`src/rtl/rom_stream_pkg.sv`:
```
// Shared types and default widths for the ROM stream reader.
package rom_stream_pkg;

   localparam int unsigned DefAddrW = 7;
   localparam int unsigned DefDataW = 8;

   typedef enum logic [1:0] {
      StIdle,
      StRun,
      StDrain,
      StDone
   } state_e;

endpackage

```
`src/rtl/sync_fifo.sv`:
```
// Single-clock FIFO with occupancy count; head word is presented combinationally.
module sync_fifo #(
   parameter int unsigned WIDTH = 9,
   parameter int unsigned DEPTH = 4
) (
   input  logic                     clk,
   input  logic                     rst_n,
   input  logic                     push,
   input  logic [WIDTH-1:0]         push_data,
   input  logic                     pop,
   output logic [WIDTH-1:0]         pop_data,
   output logic [$clog2(DEPTH):0]   count
);

   localparam int unsigned PtrW = $clog2(DEPTH);
   localparam int unsigned CntW = PtrW + 1;

   logic [WIDTH-1:0] mem_q [DEPTH];
   logic [PtrW-1:0]  wr_ptr_q, rd_ptr_q;
   logic [CntW-1:0]  count_q;

   // Storage, pointers and count; push and pop may coincide at any occupancy.
   always_ff @(posedge clk) begin
      if (!rst_n) begin
         for (int i = 0; i < DEPTH; i++) begin
            mem_q[i] <= '0;
         end
         wr_ptr_q <= '0;
         rd_ptr_q <= '0;
         count_q  <= '0;
      end else begin
         if (push) begin
            mem_q[wr_ptr_q] <= push_data;
            wr_ptr_q        <= wr_ptr_q + 1'b1;
         end
         if (pop) begin
            rd_ptr_q <= rd_ptr_q + 1'b1;
         end
         count_q <= count_q + CntW'(push) - CntW'(pop);
      end
   end

   assign pop_data = mem_q[rd_ptr_q];
   assign count    = count_q;

endmodule

```
`src/rtl/rom_stream_reader.sv`:
```
// Issues sequential ROM reads for a (base, length) command and streams the words out
// through a credit-limited FIFO so a stalled consumer never causes a lost or repeated read.
module rom_stream_reader
   import rom_stream_pkg::*;
#(
   parameter int unsigned ADDR_W     = DefAddrW,
   parameter int unsigned DATA_W     = DefDataW,
   parameter int unsigned FIFO_DEPTH = 4
) (
   input  logic              clk,
   input  logic              rst_n,
   input  logic              start,
   input  logic [ADDR_W-1:0] base_addr,
   input  logic [ADDR_W:0]   length,
   output logic              busy,
   output logic              done,
   output logic [ADDR_W-1:0] rom_addr,
   input  logic [DATA_W-1:0] rom_data,
   output logic              out_valid,
   input  logic              out_ready,
   output logic [DATA_W-1:0] out_data,
   output logic              out_last
);

   localparam int unsigned FcW  = $clog2(FIFO_DEPTH) + 1;
   localparam int unsigned CntW = FcW + 1;
   localparam logic [ADDR_W:0] LenOne = {{ADDR_W{1'b0}}, 1'b1};

   state_e            state_q, state_d;
   logic [ADDR_W-1:0] base_q;
   logic [ADDR_W:0]   len_q, issued_q, issued_d;
   logic [ADDR_W-1:0] rom_addr_q, rom_addr_d;
   logic              zero_q, zero_d;
   // Two-stage issue pipeline: stage 1 = address registered, stage 2 = ROM data valid.
   logic              v1_q, v2_q, last1_q, last2_q;
   logic              issue, issue_last;
   logic              pop;
   logic [FcW-1:0]    fifo_count;
   logic [CntW-1:0]   credit_used;

   assign out_valid   = (fifo_count != '0);
   assign pop         = out_valid & out_ready;
   assign credit_used = CntW'(fifo_count) + CntW'(v1_q) + CntW'(v2_q) - CntW'(pop);
   assign rom_addr    = rom_addr_q;

   // Next-state, issue decision and status outputs.
   always_comb begin
      state_d    = state_q;
      issued_d   = issued_q;
      rom_addr_d = rom_addr_q;
      zero_d     = zero_q;
      issue      = 1'b0;
      issue_last = 1'b0;
      busy       = 1'b0;
      done       = 1'b0;
      unique case (state_q)
         StIdle: begin
            if (start) begin
               if (length == '0) begin
                  // Zero-length commands wait one extra cycle in DONE so done lands at T+2.
                  state_d = StDone;
                  zero_d  = 1'b1;
               end else begin
                  // First read goes out in the start cycle so rom_addr=base at T+1.
                  issue      = 1'b1;
                  issue_last = (length == LenOne);
                  rom_addr_d = base_addr;
                  issued_d   = LenOne;
                  state_d    = StRun;
               end
            end
         end
         StRun: begin
            busy = 1'b1;
            if ((issued_q < len_q) && (credit_used < CntW'(FIFO_DEPTH))) begin
               issue      = 1'b1;
               issue_last = (issued_q == len_q - LenOne);
               rom_addr_d = base_q + issued_q[ADDR_W-1:0];
               issued_d   = issued_q + LenOne;
            end
            if (issued_d == len_q) begin
               state_d = StDrain;
            end
         end
         StDrain: begin
            busy = 1'b1;
            if (pop && out_last) begin
               state_d = StDone;
            end
         end
         StDone: begin
            if (zero_q) begin
               busy   = 1'b1;
               zero_d = 1'b0;
            end else begin
               done    = 1'b1;
               state_d = StIdle;
            end
         end
         default: state_d = StIdle;
      endcase
   end

   // State, command latch, address register and read pipeline.
   always_ff @(posedge clk) begin
      if (!rst_n) begin
         state_q    <= StIdle;
         base_q     <= '0;
         len_q      <= '0;
         issued_q   <= '0;
         rom_addr_q <= '0;
         zero_q     <= 1'b0;
         v1_q       <= 1'b0;
         v2_q       <= 1'b0;
         last1_q    <= 1'b0;
         last2_q    <= 1'b0;
      end else begin
         state_q    <= state_d;
         issued_q   <= issued_d;
         rom_addr_q <= rom_addr_d;
         zero_q     <= zero_d;
         v1_q       <= issue;
         last1_q    <= issue_last;
         v2_q       <= v1_q;
         last2_q    <= last1_q;
         if (state_q == StIdle && start) begin
            base_q <= base_addr;
            len_q  <= length;
         end
      end
   end

   sync_fifo #(
      .WIDTH (DATA_W + 1),
      .DEPTH (FIFO_DEPTH)
   ) u_fifo (
      .clk       (clk),
      .rst_n     (rst_n),
      .push      (v2_q),
      .push_data ({last2_q, rom_data}),
      .pop       (pop),
      .pop_data  ({out_last, out_data}),
      .count     (fifo_count)
   );

endmodule

```
`config.mk`:
```
export PLATFORM = sky130hd
export DESIGN_NAME = rom_stream_reader
export DESIGN_NICKNAME = d
export VERILOG_FILES = /design/src/rtl/rom_stream_pkg.sv /design/src/rtl/sync_fifo.sv /design/src/rtl/rom_stream_reader.sv
export SDC_FILE = /design/constraint.sdc
export NUM_CORES = 1
export LEC_CHECK = 0
export BUFFER_PORTS_ARGS = -buffer_cell sky130_fd_sc_hd__buf_2
export CORE_MARGIN = 5
export CORE_UTILIZATION = 50
export CTS_CLUSTER_DIAMETER = 50
export DETAILED_ROUTE_END_ITERATION = 8
export HOLD_SLACK_MARGIN = 0.12
export PLACE_DENSITY = 0.69
export SLEW_MARGIN = 20
export SYNTH_ARGS = -nofsm -noshare
export SYNTH_HDL_FRONTEND = slang
export SYNTH_SLANG_ARGS = --single-unit
```
`constraint.sdc`:
```
create_clock -name clk -period 3.5 [get_ports clk]
set_input_delay 0.35 -clock clk [delete_from_list [all_inputs] [get_ports clk]]
set_output_delay 0.35 -clock clk [all_outputs]
set_load 0.05 [all_outputs]
```
After elaboration in Yosys (flattened, before gate mapping). Memory sizes are Yosys's and may differ from the RTL's. A register that Yosys moved wholly into a read port is not among the register bits. Cells that the tools add are included.

Input port bits: 27. Memories: 1. Register bits: 44. Logic and storage cells: 93. RAM bits: 36. Output and inout bits: 19.

Memory list: u_fifo.mem_q (words 4, bits a word 9, read ports 1, clocked after memory_dff 1, write ports 4, RTL line sync_fifo.sv:18) `logic [WIDTH-1:0] mem_q [DEPTH];`.

Equal/unequal tests: 13. Add/subtract/negate cells: 10. Magnitude comparators: 2. Reduce and logical (&&, ||, !) cells: 14. Bitwise gates (word level): 1. Muxes and demuxes: 39.

Operator list (count): $mux 8 (4); $mux 7 (3); $eq 8x8->1 (2); $mux 1 (16); $mux 2 (8); $pmux 8 s2 (1); $ne 2x2->1 const B (7); $pmux 7 s2 (1); $mux 9 (1); $reduce_or 9->1 (1); $add 8x1->8 const B (1); $eq 8x1->1 const B (1); $logic_not 8->1 (1); $lt 8x8->1 (1); $pmux 1 s2 (4); $pmux 2 s4 (1); $reduce_and 4->1 (2); $sub 8x1->8 const B (1); $add 7x7->7 (1); $reduce_and 3->1 (2); $add 2x1->2 const B (2); $add 3x1->4 (1); $add 4x1->4 (1); $eq 2x2->1 const B (2); other kinds (11) (14).

Logic depth before layout (Yosys ltp).
Depth in word-level cells: 10. Mapped depth: 16. Gate-level depth less buffers: 14.

Hierarchy. A second synthesis with hierarchy kept.

Cells, all modules: 470. Area total of the unflattened synthesis: 4645.7 sq um.

By module, submodules not included: rom_stream_reader (area an instance 2665.1 sq um, times used 1, cells each 340, seq. area each 740.7 sq um); sync_fifo (area an instance 1980.6 sq um, times used 1, cells each 130, seq. area each 1261.2 sq um).

Worst setup path after synthesis. No wires, ideal clock.

Path type: flip-flop to flip-flop. Start: reg u_fifo.count_q[1] (netlist: u_fifo.count[1]). End: reg state_q[0]. Library setup time: 0.116 ns. Data required time: 3.384 ns. Clock period less this slack: 3.578 ns. Arrival time: 3.462 ns. Path buffers: 1. Slack: -0.078 ns. Stages on the path, launching flop included: 16. Cell sequence: dfxtp_1 -> inv_1 -> nand3_1 -> and2_1 -> clkbuf_1 -> ha_1 -> inv_1 -> ha_1 -> nand3_1 -> a21oi_1 -> a31oi_1 -> or3_4 -> o41ai_2 -> nor3_1 -> or4_1 -> o211a_1.

Cells in the longest elaborated chain, start to end: 10. Elaborated cells on any way between the ends: 14. Classes of those cells: 3 x add/sub; 1 x order compare; 3 x eq/ne; 2 x mux; 1 x bitwise; 4 x reduce/logical.

RTL lines: from (decl) (RTL line sync_fifo.sv:20) `logic [CntW-1:0] count_q;`; from (signal assigned) (RTL line sync_fifo.sv:39) `count_q <= count_q + CntW'(push) - CntW'(pop);`; $reduce_bool 3->1 (*) (RTL line rom_stream_reader.sv:41) `assign out_valid = (fifo_count != '0);`; via out_valid (RTL line rom_stream_reader.sv:19) `output logic out_valid,`; $and 1x1->1 (*) (RTL line rom_stream_reader.sv:42) `assign pop = out_valid & out_ready;`; via pop (RTL line rom_stream_reader.sv:37) `logic pop;`; $sub 4x1->4 (RTL line rom_stream_reader.sv:43) `assign credit_used = CntW'(fifo_count) + CntW'(v1_q) + CntW'(v2_q) - CntW'(pop);`; $lt 4x3->1 (RTL line rom_stream_reader.sv:75) `if ((issued_q < len_q) && (credit_used < CntW'(FIFO_DEPTH))) begin`; $logic_and 1x1->1 (RTL line rom_stream_reader.sv:75); $mux 8 (RTL line rom_stream_reader.sv:75); $mux 8 (RTL line rom_stream_reader.sv:56) `unique case (state_q)`; $eq 8x8->1 (RTL line rom_stream_reader.sv:81) `if (issued_d == len_q) begin`; $ne 2x2->1 (no line); $reduce_and 4->1 (no line) (*); to (signal assigned) (RTL line rom_stream_reader.sv:107) `state_q <= StIdle;`; to (signal assigned) (RTL line rom_stream_reader.sv:118) `state_q <= state_d;`; to (decl) (RTL line rom_stream_reader.sv:29) `state_e state_q, state_d;`.

The timed path passes the listed nets; every way through them passes the cells marked *. The select of a mux whose other input is x is not followed. A chain may end at the register's enable or synchronous reset.

Worst setup path in the final report.
Start: reg u_fifo.count_q[1] (netlist: u_fifo.count[1]). End: reg state_q[0].

Cells in the longest elaborated chain, start to end: 10. Elaborated cells on any way between the ends: 14. Classes of those cells: 3 x add/sub; 1 x order compare; 3 x eq/ne; 2 x mux; 1 x bitwise; 4 x reduce/logical.

RTL lines (RTL line): $add 3x1->4 / $reduce_bool 3->1 (equally long branches) (rom_stream_reader.sv:43, rom_stream_reader.sv:41); $add 4x1->4 / $and 1x1->1 (equally long branches) (rom_stream_reader.sv:43, rom_stream_reader.sv:42); $sub 4x1->4 (rom_stream_reader.sv:43); $lt 4x3->1 (rom_stream_reader.sv:75); $logic_and 1x1->1 (rom_stream_reader.sv:75); $mux 8 (rom_stream_reader.sv:75); $mux 8 (rom_stream_reader.sv:56); $eq 8x8->1 (rom_stream_reader.sv:81); $ne 2x2->1 (no line); $reduce_and 4->1 (no line) (*).

Every way passes the cells marked *; elsewhere a longest branch is shown, timed or not. The select of a mux whose other input is x is not followed.

==> impl_metrics.toml <==
[run_status]
outcome = "complete, no violations"

[logic_synthesis]
synth-seq-area-share_pct = 43.8
syn_avg_cell_area_sq_um = 9.57
ys_seq_elements = 82
synth_nets = 532
synth-edff-count = 36
async_reset_ff_share_pct = 0
yosysWarningCount = 0
synth_flop_cell = "dfxtp_1"
synth.cell_area_sq_um = 4570
synth.distinct_cells = 56
netlist_instances = 477

[finish]
fill_cells = 770
num_antenna_cells = 0
drive_above_1_share_pct = 17.6
multi_input_area_sq_um = 2340
regArea_sq_um = 2000
fin_nets = 574
finalNonFillerCells = 632
syn_to_final_growth_pct = 12.6

[place]
dp_cells = 614
post-dp-hpwl_um = 7190
port_buffers = 45
gp_congestion = 0.915

[pwr]
power.share.combinational_pct = 44.2
p_switching_w = 0.00159
power_density_nw_per_um2 = 731
p_clk_share_pct = 21.2
seq_power_share_pct = 34.6
peakVddDrop_mv = 0.350
p_int_w = 0.00217
swShare_pct = 42.2
p_leak_nw = 2.13

[floorplanning]
start_util_pct = 51.8
rows = 34
core_sq_um = 8810
dieArea_sq_um = 11100
fp.dieH_um = 106
chipWidth_um = 106
io_pins = 46

[timing]
hold_violations = 0
maxSlewHeadroom_pct = 52.8
fin_crit_sh_pct = 93.8
fmax_mhz = 305
grt_setup_unrepaired = "false"
fin_crit_ps = 3280
skew_ps = 12.6
finalMaxSlewViolations = 0
tns_ps = 0
setup_viol = 0
hold_ws_ps = 249
worst_pin_slew_ps = 701

[detailed_routing]
ant_nets = 0
remaining_drc_errors = 0
avgRoutedWirePerCell_um = 15.6
wirelength_um = 9860
via_count = 3472
viasPerCell = 5.49
drt-pass1-iter-count = 4
drt_iter0_drc = 268

[cts]
clk_pin_slew_worst_paths_ps = 90
holdBufCountCts = 0
cts_buffer_depth = 2
htree_num_levels = 3
cts-root-buf = "clkbuf_8"
cts_buffers = 9
clk_latency_ps = 360
tritoncts = "built"
clkSinkCount = 82

[global_routing]
grt_overflow = 0
grt_pass1_wl_um = 16300
track_usage_pct = 18.3
antenna_found_initial = 0
grt_max_degree = 49
grt_pass1_vias = 3434

[run]
drv_cap = 0

[worst_setup_path]
critPathCaptureType = "register"
reg2reg_slack_ps = 220
r2r_cells = 14
r2r-end = "state_q[0]"
startpoint_type = "register"
cp.required_ps = 3750
cp.arrival_ps = 3530
criticalPathCategory = "reg -> reg"
reg2reg_from = "u_fifo.count[1]"
cp_max_fo = 6

[worst_hold_path]
whs_path_depth = 3
hold_path_class = "in -> reg"
worstHoldStart = "base_addr[3]"
worstHoldEndpoint = "base_q[3]"
-- logic make-up after synthesis --
family          after synthesis  synth area share (%)
buf+inv                      60                  4.99
compound gates               85                  13.2
xor+xnor                     29                  5.56
flops                        82                  43.8
fa+ha+maj                    28                  8.00
simple gates                180                  19.1
mux                          13                  5.32
-- critical path, stage by stage, from the launching register on --
cell	delay, ps
dfxtp_1	390
inv_1	90
nand3_2	80
and2_1	220
ha_1	170
inv_1	40
ha_1	300
a21oi_2	160
a21oi_1	80
a31oi_1	330
nor3b_2	140
a221oi_1	410
nor3_1	130
or4_1	490
o211a_1	140
-- synth_stat cells (3+ instances only) --
| cell | instances | area share, % |
|---|---|---|
| or2_2 | 3 | 0.41 |
| o211ai_1 | 3 | 0.49 |
| edfxtp_1 | 36 | 24 |
| nand2b_1 | 4 | 0.55 |
| nor4_1 | 5 | 0.69 |
| nor3_1 | 12 | 1.3 |
| nand3_1 | 8 | 0.88 |
| xnor2_1 | 22 | 4.2 |
| clkbuf_1 | 21 | 1.7 |
| xor2_1 | 7 | 1.3 |
| ha_1 | 26 | 7.1 |
| mux2i_1 | 4 | 0.88 |
| a21boi_0 | 17 | 2.8 |
| nand2_1 | 70 | 5.8 |
| a21oi_1 | 15 | 1.6 |
| a211o_1 | 3 | 0.58 |
| nor2_1 | 33 | 2.7 |
| a21oi_2 | 3 | 0.58 |
| a211oi_1 | 3 | 0.49 |
| o21ai_0 | 12 | 1.3 |
| and2_1 | 22 | 3.0 |
| dfxtp_1 | 46 | 20 |
| o21ai_1 | 3 | 0.33 |
| mux4_2 | 9 | 4.4 |
| nor2b_1 | 11 | 1.5 |
| o211a_1 | 6 | 1.3 |
| inv_1 | 36 | 3.0 |
-- registers in the layout, indices dropped and copies added, names as in the netlist, 2 cells and up, named ones only --
register	count
len_q	8
u_fifo.rd_ptr_q	2
u_fifo.mem_q	36
issued_q	8
u_fifo.wr_ptr_q	2
rom_addr	7
base_q	7
state_q	2
u_fifo.count	3
-- per-layer routing --
metal	track usage [%]	vias up	routed length [um]
met5	0	-	0
met4	6.38	0	185
met3	4.34	17	458
met2	31.5	83	4860
met1	22.4	1638	4360
li1	-	1734	-
-- power by group through the flow --
stage	Combinational, W	Sequential [W]	Clock (W)
after floorplan	0.00120	0.00139	0
after global placement	0.00160	0.00132	0
after detailed placement	0.00163	0.00133	0
after CTS	0.00164	0.00130	0.000807
after global routing	0.00183	0.00133	0.000856
final	0.00166	0.00130	0.000798
-- area by class of cell --
cell class | count | share of cell area, %
inverters | 36 | 2.63
well taps | 108 | 2.63
clock inverters | 7 | 2.04
repair buffers | 55 | 5.84
multi-input cells | 335 | 45.5
clock buffers | 9 | 2.41
flip-flops and latches | 82 | 38.9
-- cells in the final DEF (no fill, tap or decap), types with 10 or more instances in the layout --
cell type / count
ha_1: 26
xnor2_1: 22
nor2b_1: 11
edfxtp_1: 36
and2_1: 22
a21boi_0: 17
dfxtp_1: 46
nor2_1: 33
nand2_1: 70
a21oi_1: 15
o21ai_0: 12
nor3_1: 12
buf_2: 45
inv_1: 36
buf_4: 10
-- repair_timing --
item,4_1_cts,5_1_grt
gates resized for setup,0,0
hold endpoints to repair,0,0
setup endpoints to repair,0,1
setup buffers,0,2
-- stage by stage --
stage	utilization, %	cell area (sq um)	setup WS [ps]	total power (W)
3_5_place_dp	55.6	4900	264	0.00296
4_1_cts	58.2	5130	222	0.00375
6_report	58.4	5140	219	0.00376
2_1_floorplan	-	4570	131	0.00259
3_3_place_gp	55.6	4900	421	0.00292
5_1_grt	58.4	5140	47.6	0.00401
-- worst max path at each step --
stage | from | end | slack [ps] | cells after the start
after global routing | u_fifo.count[1] | state_q[0] | 50 | 14
after CTS | u_fifo.count[1] | state_q[0] | 220 | 14
after detailed placement | u_fifo.count[1] | state_q[0] | 260 | 14
final | u_fifo.count[1] | state_q[0] | 220 | 14
after global placement | u_fifo.count[1] | state_q[0] | 420 | 14
after floorplan | u_fifo.count[1] | state_q[0] | 130 | 15
Note: power is estimated with default switching activity, not from simulation.
